`src/rtl/lbc_pkg.sv`:
```
// Shared types and helpers for the LBC initiator-side transmit path.
package lbc_pkg;

  localparam int LBC_DW = 32;

  typedef enum logic {
    LBC_TX_IDLE     = 1'b0,
    LBC_TX_WAIT_ACK = 1'b1
  } lbc_tx_state_e;

  // One extra wrap bit beyond the address lets full and empty be told apart.
  function automatic int lbc_ptr_w(input int depth);
    return $clog2(depth) + 1;
  endfunction

endpackage

```
`src/rtl/lbc_tx_fifo.sv`:
```
// Register FIFO holding words queued for the crossing; head is the word on the wire.
module lbc_tx_fifo
  import lbc_pkg::*;
#(
  parameter int DW    = LBC_DW,
  parameter int DEPTH = 4
) (
  input  logic          clk,
  input  logic          rst_n,
  input  logic          push,
  input  logic [DW-1:0] push_data,
  input  logic          pop,
  output logic          full,
  output logic          empty,
  output logic          multi,
  output logic [DW-1:0] head
);

  localparam int PW = lbc_ptr_w(DEPTH);
  localparam int AW = PW - 1;

  logic [DW-1:0] mem [DEPTH];
  logic [PW-1:0] wr_ptr;
  logic [PW-1:0] rd_ptr;
  logic [PW-1:0] count;
  logic          do_push;
  logic          do_pop;

  assign empty   = (wr_ptr == rd_ptr);
  assign full    = (wr_ptr[AW] != rd_ptr[AW]) && (wr_ptr[AW-1:0] == rd_ptr[AW-1:0]);
  assign count   = wr_ptr - rd_ptr;
  assign multi   = (count > PW'(1));
  assign do_pop  = pop && !empty;
  // A pop on the same edge frees the slot a push into a full FIFO needs.
  assign do_push = push && (!full || do_pop);
  assign head    = mem[rd_ptr[AW-1:0]];

  always_ff @(posedge clk or negedge rst_n) begin
    if (!rst_n) begin
      wr_ptr <= '0;
      rd_ptr <= '0;
      for (int i = 0; i < DEPTH; i++) mem[i] <= '0;
    end else begin
      if (do_push) begin
        mem[wr_ptr[AW-1:0]] <= push_data;
        wr_ptr              <= wr_ptr + 1'b1;
      end
      if (do_pop) rd_ptr <= rd_ptr + 1'b1;
    end
  end

endmodule

```
`src/rtl/lbc_async_tx.sv`:
```
// Initiator end of the LBC valid/ack crossing: queues words and launches them one at a time.
// state           | meaning
// LBC_TX_IDLE     | nothing outstanding; launches as soon as the FIFO has a word
// LBC_TX_WAIT_ACK | head word on DATAO, waiting for ACKI to complete it
module lbc_async_tx
  import lbc_pkg::*;
#(
  parameter int DW          = LBC_DW,
  parameter int DEPTH       = 4,
  parameter int ACK_TIMEOUT = 1024
) (
  input  logic          CLOCKII,
  input  logic          RESET_D1_IR_N,
  input  logic          LBC_SYNC_MODE,
  input  logic          PUSH,
  input  logic [DW-1:0] PUSH_DATA,
  output logic          FULL,
  output logic          EMPTY,
  output logic          VALIDO,
  input  logic          ACKI,
  output logic [DW-1:0] DATAO,
  output logic          BUSY,
  output logic          TIMEOUT_ERR,
  output logic          SPUR_ACK_ERR,
  input  logic          ERR_CLR
);

  localparam int            TW      = (ACK_TIMEOUT > 0) ? $clog2(ACK_TIMEOUT + 1) : 1;
  localparam logic [TW-1:0] TMO_MAX = TW'(ACK_TIMEOUT);

  lbc_tx_state_e state;
  lbc_tx_state_e state_nxt;
  logic          pop;
  logic          launch;
  logic          fifo_multi;
  logic          tog;
  logic [TW-1:0] tmo_cnt;
  logic [TW-1:0] tmo_cnt_nxt;
  logic          tmo_set;
  logic          spur_set;

  lbc_tx_fifo #(
    .DW    (DW),
    .DEPTH (DEPTH)
  ) u_fifo (
    .clk       (CLOCKII),
    .rst_n     (RESET_D1_IR_N),
    .push      (PUSH),
    .push_data (PUSH_DATA),
    .pop       (pop),
    .full      (FULL),
    .empty     (EMPTY),
    .multi     (fifo_multi),
    .head      (DATAO)
  );

  always_comb begin
    state_nxt = state;
    pop       = 1'b0;
    launch    = 1'b0;
    case (state)
      LBC_TX_IDLE: begin
        if (!EMPTY) begin
          launch    = 1'b1;
          state_nxt = LBC_TX_WAIT_ACK;
        end
      end
      LBC_TX_WAIT_ACK: begin
        if (ACKI) begin
          pop = 1'b1;
          // A same-edge push always lands, so it keeps the FIFO non-empty after the pop.
          if (fifo_multi || PUSH) launch = 1'b1;
          else                    state_nxt = LBC_TX_IDLE;
        end
      end
      default: state_nxt = LBC_TX_IDLE;
    endcase
  end

  always_comb begin
    tmo_cnt_nxt = tmo_cnt;
    tmo_set     = 1'b0;
    if (launch || pop) begin
      tmo_cnt_nxt = '0;
    end else if (state == LBC_TX_WAIT_ACK) begin
      if (tmo_cnt != TMO_MAX) tmo_cnt_nxt = tmo_cnt + 1'b1;
      tmo_set = (ACK_TIMEOUT != 0) && (tmo_cnt_nxt == TMO_MAX);
    end
  end

  assign spur_set = (state == LBC_TX_IDLE) && ACKI;
  assign BUSY     = (state == LBC_TX_WAIT_ACK);
  assign VALIDO   = LBC_SYNC_MODE ? BUSY : tog;

  always_ff @(posedge CLOCKII or negedge RESET_D1_IR_N) begin
    if (!RESET_D1_IR_N) begin
      state        <= LBC_TX_IDLE;
      tog          <= 1'b0;
      tmo_cnt      <= '0;
      TIMEOUT_ERR  <= 1'b0;
      SPUR_ACK_ERR <= 1'b0;
    end else begin
      state        <= state_nxt;
      tmo_cnt      <= tmo_cnt_nxt;
      // Parity only advances in toggle mode so the far end stays in step across mode changes.
      if (launch && !LBC_SYNC_MODE) tog <= ~tog;
      TIMEOUT_ERR  <= tmo_set  | (TIMEOUT_ERR  & ~ERR_CLR);
      SPUR_ACK_ERR <= spur_set | (SPUR_ACK_ERR & ~ERR_CLR);
    end
  end

endmodule

```
`config.mk`:
```
export PLATFORM = sky130hd
export DESIGN_NAME = lbc_async_tx
export DESIGN_NICKNAME = d
export VERILOG_FILES = /design/src/rtl/lbc_pkg.sv /design/src/rtl/lbc_tx_fifo.sv /design/src/rtl/lbc_async_tx.sv
export SDC_FILE = /design/constraint.sdc
export NUM_CORES = 1
export LEC_CHECK = 0
export ABC_CLOCK_PERIOD_IN_PS = 7650
export BUFFER_PORTS_ARGS = -buffer_cell sky130_fd_sc_hd__buf_2
export CORE_MARGIN = 4
export CORE_UTILIZATION = 60
export CTS_CLUSTER_SIZE = 14
export DETAILED_ROUTE_END_ITERATION = 12
export GPL_ROUTABILITY_DRIVEN = 0
export PLACE_DENSITY = 0.81
export RECOVER_POWER = 50
export SLEW_MARGIN = 10
export SYNTH_ARGS = -nofsm -noshare
export SYNTH_HDL_FRONTEND = slang
export SYNTH_SLANG_ARGS = --single-unit
```
`constraint.sdc`:
```
create_clock -name CLOCKII -period 7.65 [get_ports CLOCKII]
set_clock_uncertainty 0.1 [all_clocks]
set_input_delay 2.295 -clock CLOCKII [delete_from_list [all_inputs] [get_ports CLOCKII]]
set_output_delay 2.295 -clock CLOCKII [all_outputs]
set_load 0.05 [all_outputs]
```
# Yosys cells after proc, flatten, opt, wreduce, memory -nomap -nowiden

Cells that the tools add are included.

Add/subtract/negate cells: 4
Order comparisons: 4
Eq/ne operators: 5
Mux-type cells: 22
Bitwise logic cells: 9
Reduce and logical (&&, ||, !) cells: 13

Operators by type and width:

| operator                | count |
|---|---|
| $bwmux W128             | 1 |
| $mux W32                | 3 |
| $bmux W32 S2            | 1 |
| $demux W32 S2           | 1 |
| $mux W11                | 5 |
| $add A11 B1 Y11 const B | 1 |
| $eq A11 B11 Y1 const B  | 1 |
| $ne A11 B11 Y1 const B  | 1 |
| $mux W1                 | 9 |
| $add A3 B1 Y3 const B   | 2 |
| $ge A3 B3 Y1 const B    | 2 |
| $logic_and A1 B1 Y1     | 6 |
| $not A2 Y3              | 2 |
| $pmux W1 S2             | 2 |
| $eq A3 B3 Y1            | 1 |
| $gt A3 B1 Y1 const B    | 1 |
| $logic_not A1 Y1        | 3 |
| $logic_or A1 B1 Y1      | 3 |
| $lt A3 B1 Y1 const B    | 1 |
| $not A1 Y1              | 3 |
| $sub A3 B3 Y3           | 1 |
| $and A1 B1 Y1           | 2 |
| $eq A2 B2 Y1            | 1 |
| $or A1 B1 Y1            | 2 |
| 2 further kinds         | 2 |

Bits in registers: 149
Input port bits: 38
Output and inout bits: 38
Logic and storage cells: 68

# Logic depth before layout (Yosys ltp)

Gate-level depths: netlist of the first run.

Word-level depth: 12
Mapped depth: 10
Mapped depth without buffers: 7

# Cells and area by module

Synthesis of the first run repeated with hierarchy kept, for this count alone.

Cell total of the unflattened synthesis: 462
Area total of the unflattened synthesis: 7,026.7 µm²

Modules (own cells, without submodules):

| module       | instances | cells an instance | area an instance (µm²) | seq. area each (µm²) |
|---|---|---|---|---|
| lbc_tx_fifo  | 1         | 352               | 6,062.1                | 3,353.2 |
| lbc_async_tx | 1         | 110               | 964.7                  | 375.4 |

# Worst setup path after synthesis of the first run

No wires, ideal clock.

Kind: in2out
From: input port LBC_SYNC_MODE
To: output port VALIDO
Arrival: 2.729 ns
Data required time: 5.255 ns
Setup slack: 2.526 ns
Stages on the path: 1
Path buffers: 0
Path through: mux2_2

Word-level cells in the longest chain between the ends: 1

RTL lines:

| item            | RTL line           | text |
|---|---|---|
| start, declared | lbc_async_tx.sv:14 | `input logic LBC_SYNC_MODE,` |
| $mux W1         | lbc_async_tx.sv:93 | `assign VALIDO = LBC_SYNC_MODE ? BUSY : tog;` |
| end, declared   | lbc_async_tx.sv:19 | `output logic VALIDO,` |

Every way passes these cells.

# Final worst setup path of the first run

From: register u_fifo.rd_ptr[1]
To: output port FULL

Word-level cells in the longest chain between the ends: 2

RTL lines:

| item                   | RTL line           | text |
|---|---|---|
| start, declared        | lbc_tx_fifo.sv:24  | `logic [PW-1:0] rd_ptr;` |
| start signal, assigned | lbc_tx_fifo.sv:48  | `if (do_pop) rd_ptr <= rd_ptr + 1'b1;` |
| $eq A2 B2 Y1           | lbc_tx_fifo.sv:30  | `assign full = (wr_ptr[AW] != rd_ptr[AW]) && (wr_ptr[AW-1:0] == rd_ptr[AW-1:0]);` |
| $logic_and A1 B1 Y1    | lbc_tx_fifo.sv:30  |  |
| end, declared          | lbc_async_tx.sv:17 | `output logic FULL,` |

Every way passes these cells.

==> results.toml, run 1 <==
[place]
portBuffers = 75
hpwlAfterDp_um = 8250
placed_cell_area_um2 = 7300
dp.cells = 652

[grt]
grt_max_degree = 82
grt_pass1_wl_um = 22300
grt_usage = 0.219
gr-total-overflow = 0
first_global_vias = 4523
antenna_found_initial = 0

[clock_network]
cts_max_level = 4
ctsResizeCount = 0
cts_tree = "yes"
clkSlewWorstSetupHoldPaths_ps = 60
clock_sinks = 149
cts_buffers = 17
cts_buffer_depth = 2
ctsHoldBuffers = 0
cts_setup_buffers = 0
clock_latency_ps = 410
root_buffer = "clkbuf_16"

[cells_and_area]
stdcell_count = 684
layout_common_cells = "dfrtp_1, mux2_2, buf_2"
drive_gt1_frac = 0.483
fin_nets = 579
fillers = 762
final_area_um2 = 7870
syn_to_final_growth_pct = 13.5
num_antenna_cells = 0
layout_commonest_cell = "dfrtp_1"

[logic_synthesis]
yosys.area_share.simple = 0.0433
synth_compound_area_frac = 0.0383
ys_warn_count = 0
synth_top_family_by_area = "multiplexers"
synthXorXnorAreaFrac = 0.0112
synth_nets = 511
synth_seq_area_share = 0.538
synth_edf_count = 0
syn_area_um2 = 6930
syn_inst = 463
synth_fa_ha_area_frac = 0.0191
synth.distinct_cells = 47
synth_largest_area_cell = "dfrtp_1"
synthMuxAreaShare = 0.315
synthArstFlopShare = 1.00
ys_seq_elements = 149
synth_area_leaders = "dfrtp_1, mux2_2, mux4_2"
avgSynthCellArea_um2 = 15.0
synth_top_area_frac = 0.538
synthFlopType = "dfrtp_1"

[timing]
fin_crit_sh = 0.701
max_slew.worst_pin.slew_ps = 1780
slew_violations = 170
max_freq_mhz = 186
holdWs_ps = 375
finalCriticalPeriod_ps = 5370
slew_headroom = -0.185
finalHoldViolCount = 0
final.setup.tns_ps = 0
rsz0062_at_grt = "no"
setup_viol = 0

[detailed_routing]
drcViolationCount = 0
drtIter0Drc = 170
firstDrtPassIters = 4
ant_nets = 0
drt_wl_total_um = 13300
drt-wirelength-per-cell_um = 19.4
viasPerCell = 5.99
vias = 4098

[floorplan]
coreArea_um2 = 11100
ios = 76
initial_core_util = 0.626
die_w_um = 115
row_count = 38
die_height_um = 115
die_area_um2 = 13300

[status]
violations = "capacitance limit, slew limit"
outcome = "finished, violations left"

[setup_path]
crit_arrival_ps = 2970
crit_path_end_kind = "output pin"
worst-setup-path-type = "reg -> out"
startpoint_type = "register"
cp_max_fo = 36
crit_path_max_incr_delay_ps = 1530
cp.required_ps = 5260
critical_path.cell_chain = "inv_1, ha_1, nand2_1, nor2_1, buf_2"
r2r_setup_slack_ps = 2690
slowest_stage = "dfrtp_1"

[worst_hold_path]
hold_class = "reg -> reg"

[run]
maxCapViolCount = 5
==> worst max-delay path: cells and delay by family (launching register included) <==
kind                     cells  cell delay, ps
adder cells (fa/ha/maj)      1             370
buffers and inverters        2             420
flip-flops                   1            1530
AND/OR/NAND/NOR              2             210
==> cells by family after synthesis <==
family,Yosys count
XOR/XNOR,8
AND/OR/NAND/NOR,54
AO/OA/AOI/OAI,41
flip-flops,149
adder cells (fa/ha/maj),10
buffers and inverters,39
multiplexers,162
==> path summary, 6_finish.rpt <==
kind / start / cells past startpoint / end
worst max-delay path: u_fifo.rd_ptr[1]$_DFFE_PN0P_ / 5 / FULL
worst min-delay path: tog$_DFFE_PN0P_ / 1 / tog$_DFFE_PN0P_
worst max register to register: u_fifo.rd_ptr[1]$_DFFE_PN0P_ / 7 / u_fifo.mem[46]$_DFFE_PN0P_
worst min register to register: tog$_DFFE_PN0P_ / 1 / tog$_DFFE_PN0P_
max in group asynchronous: RESET_D1_IR_N / 2 / u_fifo.rd_ptr[0]$_DFFE_PN0P_
min in group asynchronous: RESET_D1_IR_N / 1 / u_fifo.mem[107]$_DFFE_PN0P_
==> routing by layer <==
metal  GRT usage  part of all wire  up-vias  routed length (µm)
met5           0                 0        -                   0
met4      0.0743             0.012        0                 163
met3      0.0648             0.050       17                 665
met2       0.366              0.51       80                6780
met1       0.277              0.43     2159                5670
li1            -                 -     1842                   -
==> state kept, by name, indices dropped and copies added, names as in the netlist <==
name	flops
u_fifo.mem	128
tmo_cnt	11
u_fifo.rd_ptr	3
u_fifo.wr_ptr	3
BUSY	1
SPUR_ACK_ERR	1
TIMEOUT_ERR	1
tog	1
==> per-stage QoR <==
step / worst slack (ps) / utilization
after global routing: 2150 / 0.710
after global placement: 2340 / 0.659
after detailed placement: 2340 / 0.659
after CTS: 2340 / 0.714
after floorplan: 2530 / -
final: 2280 / 0.710
==> synth_stat cells, types with 7 or more instances <==
| master | instances |
|---|---|
| nand2_1 | 10 |
| nor2_1 | 10 |
| ha_1 | 9 |
| o21ai_0 | 17 |
| inv_1 | 11 |
| mux2_1 | 8 |
| dfrtp_1 | 149 |
| buf_6 | 12 |
| nand3_1 | 7 |
| clkbuf_1 | 11 |
| mux4_2 | 32 |
| mux2_2 | 122 |
==> layout make-up <==
| class | count | area (µm²) | area share |
|---|---|---|---|
| Multi-Input combinational cell | 275 | 2920 | 0.371 |
| Sequential cell | 149 | 3730 | 0.474 |
| Inverter | 11 | 41.3 | 0.00525 |
| Tap cell | 140 | 175 | 0.0223 |
| Clock buffer | 20 | 457 | 0.0581 |
| Clock inverter | 12 | 153 | 0.0194 |
| Timing Repair Buffer | 77 | 393 | 0.0500 |
Power of run 1 is left out: the tool's default activity adds up to more than one toggle a clock period on the data nets, which glitch-free logic cannot reach.
==> inputs of run 2 (changes only) <==
- ABC_AREA: unset -> 1
- ABC_CLOCK_PERIOD_IN_PS: 7650 -> 5630
- CORE_UTILIZATION: 60 -> 59
- PLACE_DENSITY: 0.81 -> 0.8
- clock period: 7.65 -> 5.63 ns (I/O delays scaled with it)
==> results.toml, run 2 <==
[clock_network]
clkSlewWorstSetupHoldPaths_ps = 60
clock_latency_ps = 420
ctsHoldBuffers = 0
cts_max_level = 4
cts_setup_buffers = 0
root_buffer = "clkbuf_16"
cts_tree = "yes"
clock_sinks = 149
cts_buffer_depth = 2
cts_buffers = 17
ctsResizeCount = 0

[setup_path]
cp.required_ps = 3840
startpoint = "u_fifo.rd_ptr[0]$_DFFE_PN0P_"
crit_path_max_incr_delay_ps = 840
cp-endpoint = "DATAO[10]"
r2r_setup_slack_ps = 2460
worst-setup-path-type = "reg -> out"
cp_top_family = "buffers and inverters"
crit_path_end_kind = "output pin"
r2r_end = "u_fifo.mem[19]$_DFFE_PN0P_"
path_buf_inv = 2
r2r-start = "u_fifo.rd_ptr[1]$_DFFE_PN0P_"
crit_arrival_ps = 2580
cp_max_fo = 65
startpoint_type = "register"
ff2ff_path_depth = 12
slowest_stage = "inv_2"
critical_path.cell_chain = "inv_2, o21ai_0, o22ai_1, buf_2"
path_depth = 4

[timing]
final.setup.tns_ps = 0
fin_crit_sh = 0.776
rsz0062_at_grt = "no"
slew_headroom = -0.947
setup_viol = 0
max_freq_mhz = 229
slew_violations = 123
max_slew.worst_pin.slew_ps = 2920
setup_ws_ps = 1260
holdWs_ps = 379
finalCriticalPeriod_ps = 4370
finalHoldViolCount = 0

[grt]
gr-total-overflow = 0
antenna_found_initial = 0
grt_usage = 0.249
first_global_vias = 5765
grt_max_degree = 123
grt_pass1_wl_um = 26400

[pwr]
finalPower_uw = 5630
seq_power_share = 0.321
power_density_nw_per_um2 = 715
p_leak_uw = 0.00390
p_switching_uw = 2660
p_sw_frac = 0.473
pwr-share-clk = 0.201
ir_drop_uv = 483
internal-power_uw = 2970
comb_power_share = 0.478

[place]
portBuffers = 75
place_ws_ps = 1600
hpwlAfterDp_um = 9330

[detailed_routing]
vias = 5755
drcViolationCount = 0
firstDrtPassIters = 7
ant_nets = 0
drtIter0Drc = 494
drt_wl_total_um = 15800
viasPerCell = 5.70
drt-wirelength-per-cell_um = 15.6

[logic_synthesis]
ys_warn_count = 0
synth_area_leaders = "dfrtp_1, o21ai_0, nand2_1"
synthFlopType = "dfrtp_1"
syn_area_um2 = 6960
synth_seq_area_share = 0.536
synth_compound_area_frac = 0.196
synth.distinct_cells = 26
synthMuxAreaShare = 0
synth.most_common_cell = "nand2_1"
synth_top_area_frac = 0.536
synth_nets = 850
synth_common_cells = "nand2_1, o21ai_0, dfrtp_1, nor2_1, inv_1"
synth_top_family_by_area = "compound AO/OA/AOI/OAI gates"
syn_inst = 802
avgSynthCellArea_um2 = 8.68
ys_seq_elements = 149
synth_edf_count = 0
synth_fa_ha_area_frac = 0.0191
yosys.area_share.simple = 0.170
synth_largest_area_cell = "dfrtp_1"
synthXorXnorAreaFrac = 0.0113
synthArstFlopShare = 1.00

[floorplan]
initial_core_util = 0.607
coreArea_um2 = 11500
row_count = 39
die_w_um = 117
die_height_um = 117
ios = 76
die_area_um2 = 13600

[cells_and_area]
layout_commonest_cell = "nand2_1"
multi_input_area_um2 = 2750
fillers = 898
drive_gt1_frac = 0.182
regMostFlops = "u_fifo.mem"
seq_area_um2 = 3730
layout_common_cells = "nand2_1, o21ai_0, dfrtp_1"
syn_to_final_growth_pct = 13.2
num_antenna_cells = 0
largest_reg_flops = 128
fin_nets = 903
largestRegisters = "u_fifo.mem x128, tmo_cnt x11"

[status]
outcome = "finished, violations left"
violations = "capacitance limit, slew limit"

[worst_hold_path]
hold_class = "reg -> reg"

[run]
maxCapViolCount = 1
-- run 2: cell count changes after synthesis, moves of 8 or more --
cell     change
nand2_1    +160
o21ai_0    +148
mux2_2     -122
nor2_1      +72
inv_1       +48
mux4_2      -32
o22ai_1     +32
o21ai_2     +30
buf_2       +20
nand2_2     +12
o21ai_1      +9
mux2_1       -8
-- run 2: how the worst min path moves through the flow --
| stage | cells after the start | from | endpoint | slack [ps] |
|---|---|---|---|---|
| final | 2 | TIMEOUT_ERR$_DFF_PN0_ | TIMEOUT_ERR$_DFF_PN0_ | 380 |
| after global routing | 2 | u_fifo.mem[94]$_DFFE_PN0P_ | u_fifo.mem[94]$_DFFE_PN0P_ | 400 |
| after CTS | 2 | u_fifo.mem[48]$_DFFE_PN0P_ | u_fifo.mem[48]$_DFFE_PN0P_ | 380 |
| after detailed placement | 2 | u_fifo.mem[48]$_DFFE_PN0P_ | u_fifo.mem[48]$_DFFE_PN0P_ | 370 |
| after global placement | 2 | tog$_DFFE_PN0P_ | tog$_DFFE_PN0P_ | 350 |
| after floorplan | 2 | tog$_DFFE_PN0P_ | tog$_DFFE_PN0P_ | 340 |
-- run 2: kinds of logic after synthesis --
logic type	after synthesis
and+or+nand+nor	288
AOI/OAI and AO/OA	240
DFF	149
buffers and inverters	106
adders and majority gates	10
xor gates and xnor gates	9
-- run 2: per-layer routing --
metal | vias up | global-route usage | wire length (µm) | part of all wire
met5 | - | 0 | 0 | 0
met4 | 0 | 0.108 | 266 | 0.017
met3 | 20 | 0.0549 | 789 | 0.050
met2 | 153 | 0.403 | 7620 | 0.48
met1 | 2839 | 0.325 | 7110 | 0.45
li1 | 2743 | - | - | -
-- run 2: final cells by class --
class | instances | area share
clock buffers | 20 | 0.0580
clock inverters | 10 | 0.0167
repair buffers | 79 | 0.0510
inverters | 61 | 0.0294
well taps | 143 | 0.0227
multi-input cells | 547 | 0.349
flip-flops and latches | 149 | 0.474
-- run 2: worst register-to-register path: cells and delay by family (launching register included) --
kind,cells,cell delay [ps]
and+or+nand+nor,6,1410
buffers and inverters,4,790
adders and majority gates,1,330
DFF,1,320
AOI/OAI and AO/OA,1,110
-- run 2: through the flow --
step / cells / utilization / area [µm²]
after floorplan: 802 / - / 6960
after CTS: 1009 / 0.688 / 7890
final: 1009 / 0.687 / 7880
after global placement: 979 / 0.637 / 7310
after detailed placement: 979 / 0.637 / 7310
after global routing: 1009 / 0.687 / 7880
-- run 2: power groups by stage --
| stage | Sequential (µW) | Combinational [µW] | Clock (µW) |
|---|---|---|---|
| 6_report | 1810 | 2690 | 1130 |
| 5_1_grt | 1860 | 2960 | 1190 |
| 4_1_cts | 1800 | 2720 | 1140 |
| 3_5_place_dp | 1810 | 2700 | 0 |
| 3_3_place_gp | 1780 | 2620 | 0 |
| 2_1_floorplan | 1760 | 2140 | 0 |
Note: power is estimated with default switching activity, not from simulation.
==> inputs of run 3 (changes only) <==
- ABC_CLOCK_PERIOD_IN_PS: 5630 -> 3820
- CORE_UTILIZATION: 59 -> 53
- PLACE_DENSITY: 0.8 -> 0.76
- clock period: 5.63 -> 3.82 ns (I/O delays scaled with it)
==> results.toml, run 3 (synthesis results as in run 2) <==
[cells_and_area]
drive_gt1_frac = 0.183
layout_commonest_cell = "nand2_1"
final_area_um2 = 7940
layout_common_cells = "nand2_1, o21ai_0, dfrtp_1"
num_antenna_cells = 0
regMostFlops = "u_fifo.mem"
largest_reg_flops = 128
fin_nets = 906
stdcell_count = 1042
largestRegisters = "u_fifo.mem x128, tmo_cnt x11"
syn_to_final_growth_pct = 14.1

[place]
portBuffers = 75
hpwlAfterDp_um = 9240
place_ws_ps = 791
dp.cells = 1011
placed_cell_area_um2 = 7390

[detailed_routing]
firstDrtPassIters = 7
drtIter0Drc = 449
viasPerCell = 5.37
vias = 5592
drt_wl_total_um = 15300
ant_nets = 0
drt-wirelength-per-cell_um = 14.7
drcViolationCount = 0

[status]
violations = "capacitance limit, slew limit"
outcome = "finished, violations left"

[timing]
slew_violations = 67
setup_ws_ps = 333
rsz0062_at_grt = "no"
slew_headroom = -0.128
finalHoldViolCount = 0
fin_crit_sh = 0.913
finalCriticalPeriod_ps = 3490
max_slew.worst_pin.slew_ps = 1690
max_freq_mhz = 287
setup_viol = 0
final.setup.tns_ps = 0

[setup_path]
crit_path_max_incr_delay_ps = 580
crit_arrival_ps = 2240
critical_path.cell_chain = "buf_4, o21ai_0, o22ai_1, buf_2"
cp_max_fo = 49
cp.required_ps = 2570
crit_path_end_kind = "output pin"
worst-setup-path-type = "reg -> out"
slowest_stage = "dfrtp_2"
startpoint_type = "register"

[pwr]
comb_power_share = 0.479
power_density_nw_per_um2 = 1040
p_leak_uw = 0.00391
ir_drop_uv = 793
p_sw_frac = 0.474
seq_power_share = 0.324
internal-power_uw = 4330
pwr-share-clk = 0.197
p_switching_uw = 3900

[clock_network]
cts_tree = "yes"
ctsHoldBuffers = 0
cts_setup_buffers = 0
ctsResizeCount = 0
clock_sinks = 149
cts_buffers = 17
clkSlewWorstSetupHoldPaths_ps = 50
cts_buffer_depth = 2
cts_max_level = 4
root_buffer = "clkbuf_16"
clock_latency_ps = 420

[run]
maxCapViolCount = 1

[grt]
grt_pass1_wl_um = 26300
grt_usage = 0.222
gr-total-overflow = 0
first_global_vias = 5505
antenna_found_initial = 0
grt_max_degree = 68

[floorplan]
die_area_um2 = 15000
die_w_um = 123
row_count = 41
die_height_um = 123
coreArea_um2 = 12700
initial_core_util = 0.547
ios = 76

[worst_hold_path]
hold_class = "reg -> reg"
==> run 3: final timing paths <==
check / startpoint / end / slack [ps] / cells past startpoint
max reg2reg: u_fifo.rd_ptr[0]$_DFFE_PN0P_ / u_fifo.mem[31]$_DFFE_PN0P_ / 1300 / 9
min in group asynchronous: RESET_D1_IR_N / SPUR_ACK_ERR$_DFF_PN0_ / 1060 / 1
max: u_fifo.rd_ptr[0]$_DFFE_PN0P_ / DATAO[7] / 330 / 4
max in group asynchronous: RESET_D1_IR_N / u_fifo.mem[123]$_DFFE_PN0P_ / 840 / 2
min reg2reg: tog$_DFFE_PN0P_ / tog$_DFFE_PN0P_ / 380 / 2
min: tog$_DFFE_PN0P_ / tog$_DFFE_PN0P_ / 380 / 2
==> run 3: per-layer routing <==
metal | vias to the layer above | share of wire | global-route usage | routed length (µm)
li1 | 2748 | - | - | -
met1 | 2661 | 0.45 | 0.299 | 6940
met2 | 160 | 0.48 | 0.361 | 7280
met3 | 23 | 0.052 | 0.0465 | 797
met4 | 0 | 0.017 | 0.0770 | 261
met5 | - | 0 | 0 | 0
==> run 3: cell type report <==
class,count,area (µm²)
clock buffer,20,447
clock inverter,11,126
fill,1141,4780
inverter,61,231
multi-input combinational,547,2750
sequential,149,3730
tap,172,215
timing repair buffer,82,444
==> run 3: power by group through the flow <==
stage          combinational [µW]  clock, µW  sequential (µW)
2_1_floorplan                3150          0             2600
3_3_place_gp                 3880          0             2660
3_5_place_dp                 3980          0             2670
4_1_cts                      4000       1640             2660
5_1_grt                      4370       1710             2750
6_report                     3940       1620             2670
==> run 3: worst max-delay path, delay by kind of cell, from the launching register on <==
kind,cells,cell delay (ps)
compound gates,2,410
buf+inv,2,800
flops,1,580
==> run 3: metrics by stage <==
stage / power [µW] / util / hold WS, ps
after floorplan: 5750 / - / 342
after global placement: 6550 / 0.581 / 356
after detailed placement: 6650 / 0.581 / 368
after CTS: 8300 / 0.626 / 383
after global routing: 8840 / 0.624 / 399
final: 8230 / 0.624 / 380
